### src/rtl/tick_gen_pkg.sv
// Shared types and parameter defaults for the tick generator.
package tick_gen_pkg;

    typedef enum logic [1:0] {
        IDLE   = 2'd0,
        RUN    = 2'd1,
        RELOAD = 2'd2
    } state_t;

    localparam int unsigned TICK_GEN_DIV_W       = 16;
    localparam int unsigned TICK_GEN_DEFAULT_DIV = 4;

endpackage

### src/rtl/tick_gen_cnt.sv
// Loadable down-counter; tc flags a count of zero.
module tick_gen_cnt #(
    parameter int unsigned W = 16
) (
    input  logic         clk,
    input  logic         rst_n,
    input  logic         load,
    input  logic [W-1:0] load_val,
    input  logic         clr,
    input  logic         dec,
    output logic         tc
);

    logic [W-1:0] count;

    always_ff @(posedge clk) begin
        if (!rst_n) begin
            count <= '0;
        end else if (load) begin
            count <= load_val;
        end else if (clr) begin
            count <= '0;
        end else if (dec && (count != '0)) begin
            count <= count - W'(1);
        end
    end

    assign tc = (count == '0);

endmodule

### src/rtl/tick_gen.sv
// Programmable tick generator with deferred ratio reload.
// Define TICK_GEN_CNT_EN to build in the 32-bit tick counter.
module tick_gen
    import tick_gen_pkg::*;
#(
    parameter int unsigned DIV_W       = TICK_GEN_DIV_W,
    parameter int unsigned DEFAULT_DIV = TICK_GEN_DEFAULT_DIV
) (
    input  logic             clk,
    input  logic             rst_n,
    input  logic             en,
    input  logic [DIV_W-1:0] div_val,
    input  logic             div_load,
    output logic             div_ack,
    output logic             busy,
    output logic             tick,
    output logic             phase,
    output logic [31:0]      tick_cnt
);

    state_t           state_q, state_d;
    logic [DIV_W-1:0] div_cur_q, div_cur_d;
    logic [DIV_W-1:0] div_pend_q, div_pend_d;
    logic             tick_q, tick_d;
    logic             phase_q, phase_d;
    logic             ack_q, ack_d;
    logic             cnt_load, cnt_clr, cnt_dec, cnt_tc;
    logic [DIV_W-1:0] cnt_load_val;

    // Counter preload for a ratio; a ratio of 0 behaves as 1.
    function automatic logic [DIV_W-1:0] reload_of(input logic [DIV_W-1:0] n);
        return (n == '0) ? '0 : n - DIV_W'(1);
    endfunction

    tick_gen_cnt #(
        .W(DIV_W)
    ) u_cnt (
        .clk      (clk),
        .rst_n    (rst_n),
        .load     (cnt_load),
        .load_val (cnt_load_val),
        .clr      (cnt_clr),
        .dec      (cnt_dec),
        .tc       (cnt_tc)
    );

    always_ff @(posedge clk) begin
        if (!rst_n) begin
            state_q    <= IDLE;
            div_cur_q  <= DIV_W'(DEFAULT_DIV);
            div_pend_q <= '0;
            tick_q     <= 1'b0;
            phase_q    <= 1'b0;
            ack_q      <= 1'b0;
        end else begin
            state_q    <= state_d;
            div_cur_q  <= div_cur_d;
            div_pend_q <= div_pend_d;
            tick_q     <= tick_d;
            phase_q    <= phase_d;
            ack_q      <= ack_d;
        end
    end

    always_comb begin
        state_d      = state_q;
        div_cur_d    = div_cur_q;
        div_pend_d   = div_pend_q;
        tick_d       = 1'b0;
        phase_d      = phase_q;
        ack_d        = 1'b0;
        cnt_load     = 1'b0;
        cnt_clr      = 1'b0;
        cnt_dec      = 1'b0;
        cnt_load_val = reload_of(div_cur_q);

        case (state_q)
            IDLE: begin
                phase_d = 1'b0;
                if (div_load) begin
                    div_cur_d = div_val;
                    ack_d     = 1'b1;
                end
                if (en) begin
                    state_d      = RUN;
                    cnt_load     = 1'b1;
                    cnt_load_val = reload_of(div_load ? div_val : div_cur_q);
                end
            end
            RUN, RELOAD: begin
                if (!en) begin
                    // Leaving RUN/RELOAD: any outstanding ratio is applied now.
                    state_d = IDLE;
                    cnt_clr = 1'b1;
                    phase_d = 1'b0;
                    if (div_load) begin
                        div_cur_d = div_val;
                        ack_d     = 1'b1;
                    end else if (state_q == RELOAD) begin
                        div_cur_d = div_pend_q;
                        ack_d     = 1'b1;
                    end
                end else begin
                    if (cnt_tc) begin
                        tick_d   = 1'b1;
                        phase_d  = ~phase_q;
                        cnt_load = 1'b1;
                        if (state_q == RELOAD) begin
                            div_cur_d    = div_pend_q;
                            cnt_load_val = reload_of(div_pend_q);
                            ack_d        = 1'b1;
                            state_d      = RUN;
                        end
                    end else begin
                        cnt_dec = 1'b1;
                    end
                    // A load on the terminal count queues behind the one just applied.
                    if (div_load) begin
                        div_pend_d = div_val;
                        state_d    = RELOAD;
                    end
                end
            end
            default: begin
                state_d = IDLE;
            end
        endcase
    end

    assign tick    = tick_q;
    assign phase   = phase_q;
    assign div_ack = ack_q;
    assign busy    = (state_q == RELOAD);

`ifdef TICK_GEN_CNT_EN
    logic [31:0] tick_cnt_q;

    always_ff @(posedge clk) begin
        if (!rst_n) begin
            tick_cnt_q <= '0;
        end else if (tick_d) begin
            tick_cnt_q <= tick_cnt_q + 32'd1;
        end
    end

    assign tick_cnt = tick_cnt_q;
`else
    assign tick_cnt = '0;
`endif

endmodule
### config.mk
export PLATFORM = sky130hd
export DESIGN_NAME = tick_gen
export DESIGN_NICKNAME = d
export VERILOG_FILES = /design/src/rtl/tick_gen_pkg.sv /design/src/rtl/tick_gen_cnt.sv /design/src/rtl/tick_gen.sv
export SDC_FILE = /design/constraint.sdc
export NUM_CORES = 1
export LEC_CHECK = 0
export CAP_MARGIN = 20
export CORE_ASPECT_RATIO = 1.25
export CORE_MARGIN = 5
export CORE_UTILIZATION = 47
export CTS_CLUSTER_SIZE = 10
export DETAILED_ROUTE_END_ITERATION = 10
export GPL_TIMING_DRIVEN = 0
export PLACE_DENSITY = 0.74
export SYNTH_ARGS = -nofsm -noshare
export SYNTH_HDL_FRONTEND = slang
export SYNTH_SLANG_ARGS = --single-unit
### constraint.sdc
create_clock -name clk -period 3.6 [get_ports clk]
set_input_delay 0.54 -clock clk [delete_from_list [all_inputs] [get_ports clk]]
set_output_delay 0.54 -clock clk [all_outputs]
set_load 0.03 [all_outputs]
==> After elaboration in Yosys (flattened, before gate mapping) <==
Cells that the tools add are included.
{ "word_totals": {"reg_bits": 53, "out_inout_bits": 36, "elab_cells": 73} }
{ "op_classes": {"addsub": 4, "n_eq_ne": 6, "n_mux": 41, "bitwise": 1, "reduce_logical": 14} }
{ "op_table": {"columns": ["op", "count"], "rows": [
  ["2-to-1 mux 16 bit", 15],
  ["zero test 16 bit", 4],
  ["case mux 16 bit (2 select lines)", 2],
  ["subtractor 16 x 1 -> 16 bit, second input constant", 4],
  ["nonzero test 16 bit", 1],
  ["2-to-1 mux 1 bit", 15],
  ["2-to-1 mux 2 bit", 5],
  ["!= test 4 bit, second input constant", 2],
  ["case mux 1 bit (2 select lines)", 3],
  ["AND reduction 3 bit", 2],
  ["case mux 2 bit (2 select lines)", 1],
  ["AND reduction 2 bit", 2],
  ["!= test 3 bit, second input constant", 1],
  ["nonzero test 3 bit", 1],
  ["equality test 2 x 1 -> 1 bit, second input constant", 1],
  ["equality test 2 bit, second input constant", 1],
  ["zero test 2 bit", 1],
  ["!= test 2 bit, second input constant", 1],
  ["nonzero test 2 bit", 1],
  ["OR reduction 2 bit", 1],
  ["logical AND 1 bit", 1],
  ["NOT 1 bit", 1]
]} }

==> Logic depth before layout (Yosys ltp) <==
{ "logic_depth": {"ltp_word": 8, "depth_mapped": 12, "depth_no_buf": 9} }

==> By module <==
A second synthesis with hierarchy kept.
{ "unflattened": {"cells_unflattened": 644, "hier_area_um2": 4870.9} }
{ "modules_own_cells": {"columns": ["module", "n_inst", "cells_per_inst", "area_each_um2"], "rows": [
  ["tick_gen", 1, 503, 3799.9],
  ["tick_gen_cnt", 1, 141, 1071.0]
]} }

==> Least setup slack after synthesis <==
Ideal clock, no wire load.
{ "synth_timing": {"path_kind": "input -> register", "startpoint": "in div_load", "endpoint": "reg u_cnt.count[11]", "arrival_ns": 3.012, "slack_ns": 0.472, "cell_stages": 12, "cell_sequence": "buf_2 buf_2 buf_1 buf_1 mux2i_1 ha_1 nand2_1 o41ai_2 nor2_1 a221oi_1 o22ai_1 o211a_1"} }
{ "synth_via": {"elab_chain_cells": 6} }
{ "synth_lines": {"columns": ["element", "line", "rtl"], "rows": [
  ["start, declared", "tick_gen.sv:13", "input logic div_load,"],
  ["2-to-1 mux 16 bit *", null, null],
  ["subtractor 16 x 1 -> 16 bit / zero test 16 bit (equally long branches)", "tick_gen.sv:32", "return (n == '0) ? '0 : n - DIV_W'(1);"],
  ["2-to-1 mux 16 bit *", "tick_gen.sv:32", null],
  ["2-to-1 mux 16 bit *", "tick_gen.sv:84", "if (en) begin"],
  ["case mux 16 bit (2 select lines) *", "tick_gen.sv:77", "case (state_q)"],
  ["2-to-1 mux 16 bit *", "tick_gen_cnt.sv:19", "end else if (load) begin"],
  ["end signal, assigned", "tick_gen_cnt.sv:20", "count <= load_val;"],
  ["end signal, assigned", "tick_gen_cnt.sv:24", "count <= count - W'(1);"],
  ["end, declared", "tick_gen_cnt.sv:14", "logic [W-1:0] count;"]
]} }
Mark *: on every way between the ends. The rest lies on a longest branch, timed or not.
A chain may end at the register's enable or synchronous reset.

==> Final worst setup path <==
Ends and elaborated chain as after synthesis.

==> metrics.sh <==
MAXCAPVIOLATIONS=0
SYN_INST=623
HPWL_UM=12390
SYNTH_COMPOUND_AREA_SHARE_PCT=23.91
TIMING.FINAL.WS_SETUP_PS=255.8
FMAX_ACHIEVED_MHz=299.0
SYNTH_SEQ_CELLS=53
DRT_PASS1_ITERATIONS=5
CELLLEAKAGEPOWER_nW=2.102
CP-START-KIND='primary input'
CRIT_PATH_END_KIND='flip-flop'
YOSYS.AREA_SHARE.ADDER_PCT=2.654
ANT_NETS=0
DRIVE_GT1_SHARE_PCT=12.61
ROWS=41
AREA_DELTA_SYNTH_FINAL_PCT=14.33
MIN_PATH_TYPE='flip-flop to flip-flop'
PERIOD_NEEDED_PS=3344
TIMING.MAX_SLEW.REL_SLACK_PCT=44.97
CORE_AREA_MM2=0.009952
POST_DP_CELL_AREA_MM2=0.005202
GLOBALROUTETOTALUTIL_PCT=25.89
FP.DIEAREA_MM2=0.01215
CLK_ROOT_BUFFER_CELL='sky130_fd_sc_hd__clkbuf_16'
FINALHOLDVIOLCOUNT=0
NUMBER_OF_LEVELS_IN_THE_CLOCK_H_TREE=2
POST_SYNTH.CELL_AREA_AVG_UM2=7.567
POST-CTS-SETUP-BUFFER-COUNT=0
SYNTH_TOP_FAMILY_BY_AREA='simple AND/OR/NAND/NOR gates'
CTS_MADE_BUFFERS=5
OUTCOME='finished clean'
CELL_DEPTH_OF_THE_WORST_FLOP_TO_FLOP_PATH=10
YOSYSUNIQUECELLTYPES=72
SYNTH_FLOP_CELL='sky130_fd_sc_hd__dfxtp_1'
CP_MAX_FO=19
GRT_OVERFLOW=0
POST_CTS.RESIZED_INSTANCES=1
LAYOUT.CELLS.MOST_COMMON='sky130_fd_sc_hd__nor2_1'
FINAL_CELL_MIX='sky130_fd_sc_hd__nor2_1 (62), sky130_fd_sc_hd__nand2_1 (56), sky130_fd_sc_hd__dfxtp_1 (53)'
POSTCTSHOLDBUFS=0
YOSYSWARNINGCOUNT=0
PRECTSSETUPSLACK_PS=-666.3
POST_DRT_VIA_CELL_RATIO=5.889
MIN_PATH_CELLS=2
SYNTH-EDFF-COUNT=0
CTS_TREE='yes'
TIMING.CLOCK.SKEW_PS=9.524
GRT_START_MAX_NET_PINS=20
N_ANTENNA_CELL=0
DRCVIOLATIONCOUNT=0
VIAS=4776
CP_DATA_ARRIVAL_TIME_PS=3540
ANTENNA_FOUND_INITIAL=0
SETUP_REPAIR_AFTER_GLOBAL_ROUTING_MISSED_ITS_MARGIN='no'
N_FILL_CELL=989
ASYNCSETRESETFLOPFRACSYNTH_PCT=0
TIMING_WORST_SLEW_PIN_VALUE_PS=821.6
STARTPOINT_TO_ENDPOINT_CLASS_OF_THE_CRITICAL_PATH='primary input to flip-flop'
POSTLAYOUTCELLAREA_MM2=0.005390
ROUTED_WL_UM=15810
CTS_NUM_SINKS=53
DATA_REQUIRED_CRITICAL_PATH_PS=3800
INITIAL_CORE_UTILIZATION_PCT=47.37
DIE_HEIGHT_UM=122.0
LAYOUT.NETS=711
VIA_COUNT_OF_THE_FIRST_GLOBAL_ROUTING_PASS=4448
FINAL_MIN_PERIOD_OVER_CLOCK_PERIOD_PCT=92.90
MUXSHAREOFSYNTHAREA_PCT=5.759
SYNTHSIMPLEGATEAREAFRAC_PCT=26.99
POWER.DENSITY_CELL_AREA_mW_PER_MM2=655.0
CTS.CLK_SLEW.WORST_PATHS_PS=70
CLK_LATENCY_PS=300
GLOBAL_ROUTE_WIRE_LENGTH_BEFORE_REPAIR_UM=24500
PIN_COUNT=56
SYNTH_XOR_AREA_SHARE_PCT=7.803
FINALSETUPVIOLCOUNT=0
FINALWEIGHTEDCONGESTION=0.9560
YS_SEQ_AREA_SHARE_PCT=22.51
FINAL_NUMBER_OF_MAX_TRANSITION_VIOLATIONS=0
DRT-WIRELENGTH-PER-CELL_UM=19.49
IO_BUFFER_COUNT=21
DIE_WIDTH_UM=99.58
DR.FIRST_ITER.DRC_COUNT=407
PEAKVDDDROP_V=0.0003324
POST_SYNTH_DESIGN_CELL_AREA_MM2=0.004715
CTS_BUFFER_DEPTH=2
FINAL_UTIL_PCT=54.16
==> cell usage after synthesis, drive strengths merged, types with 4 or more instances <==
library cell | instances | share of area (%)
a21boi | 21 | 3.3
a21oi | 40 | 4.2
a31oi | 4 | 0.53
and2 | 8 | 1.1
and3 | 6 | 0.80
buf | 46 | 6.7
clkbuf | 35 | 2.8
dfxtp | 53 | 23
ha | 10 | 2.7
inv | 10 | 0.80
mux2i | 26 | 5.5
nand2 | 57 | 4.6
nand2b | 4 | 0.53
nand3 | 10 | 1.1
nand4 | 4 | 0.53
nor2 | 63 | 5.0
nor2b | 7 | 0.93
nor3 | 22 | 2.3
nor3b | 10 | 1.7
nor4 | 19 | 3.0
o21ai | 19 | 2.0
o221a | 12 | 2.9
o22ai | 16 | 2.3
o31ai | 7 | 1.1
or3 | 8 | 1.1
or4 | 9 | 1.8
or4b | 4 | 0.85
xnor2 | 27 | 5.0
xor2 | 15 | 2.8
==> routing by layer <==
layer  vias up  routed length [um]  track usage (%)
met5         -                   0                0
met4         0                 605            9.906
met3        32                 973            3.265
met2       208                7825            45.63
met1      2220                6405            31.96
li1       2316                   -                -
==> critical path: stages <==
cell and delay (ps):
sky130_fd_sc_hd__buf_2 190, sky130_fd_sc_hd__buf_2 380, sky130_fd_sc_hd__buf_2 370, sky130_fd_sc_hd__mux2i_1 420
sky130_fd_sc_hd__ha_1 220, sky130_fd_sc_hd__nand2_1 80, sky130_fd_sc_hd__o41ai_4 350, sky130_fd_sc_hd__nor2_2 210
sky130_fd_sc_hd__a221oi_1 460, sky130_fd_sc_hd__o22ai_1 140, sky130_fd_sc_hd__o211a_1 160
==> path summary, 6_finish.rpt <==
| check | startpoint | endpoint | slack (ps) |
|---|---|---|---|
| hold reg to reg | div_pend_q[11]$_SDFFE_PN0P_ | div_pend_q[11]$_SDFFE_PN0P_ | 520 |
| hold / removal | div_pend_q[11]$_SDFFE_PN0P_ | div_pend_q[11]$_SDFFE_PN0P_ | 520 |
| setup reg to reg | div_cur_q[0]$_SDFFE_PN0P_ | u_cnt.count[3]$_SDFFE_PN0P_ | 410 |
| setup / recovery | div_load | u_cnt.count[11]$_SDFFE_PN0P_ | 260 |
==> kinds of logic (layout without fill, tap and decap cells) <==
logic type / Yosys count / count (layout)
adder cells (fa/ha/maj): 10 / 10
flip-flops: 53 / 53
buffers and inverters: 91 / 119
other: 1 / 32
AND/OR/NAND/NOR: 240 / 240
multiplexers: 27 / 27
XOR/XNOR: 42 / 42
AO/OA/AOI/OAI: 159 / 159
==> final cells by class <==
| cell class | count | area [um^2] | area share (%) |
|---|---|---|---|
| buffer | 80 | 445.4 | 8.264 |
| clock buffer | 6 | 138.9 | 2.577 |
| clock inverter | 2 | 37.54 | 0.6964 |
| inverter | 10 | 37.54 | 0.6964 |
| multi-input combinational | 510 | 3298 | 61.19 |
| sequential | 53 | 1061 | 19.68 |
| tap | 129 | 161.4 | 2.994 |
| timing repair buffer | 21 | 210.2 | 3.900 |
==> flip-flops by register name (all words and copies together), names as in the netlist <==
name         count
u_cnt.count     16
div_ack          1
phase            1
state_q          2
tick             1
div_cur_q       16
div_pend_q      16
==> where the power goes <==
group | total [mW] | internal (mW) | switching (mW)
combinational | 2.11 | 0.810 | 1.30
clock | 0.581 | 0.348 | 0.233
sequential | 0.838 | 0.714 | 0.124
total | 3.53 | 1.87 | 1.66
==> metrics by stage <==
| stage | power (mW) | hold WS (ps) | std cells | TNS, ps |
|---|---|---|---|---|
| 6_report | 3.530 | 519.1 | 811 | 0 |
| 5_1_grt | 3.761 | 551.0 | 811 | 0 |
| 4_1_cts | 3.481 | 519.0 | 811 | 0 |
| 3_5_place_dp | 2.895 | 509.0 | 804 | -5131 |
| 3_3_place_gp | 2.873 | 493.2 | 804 | -4187 |
| 2_1_floorplan | 2.380 | 475.1 | 654 | 0 |
Power figures use the tool's default switching activity.
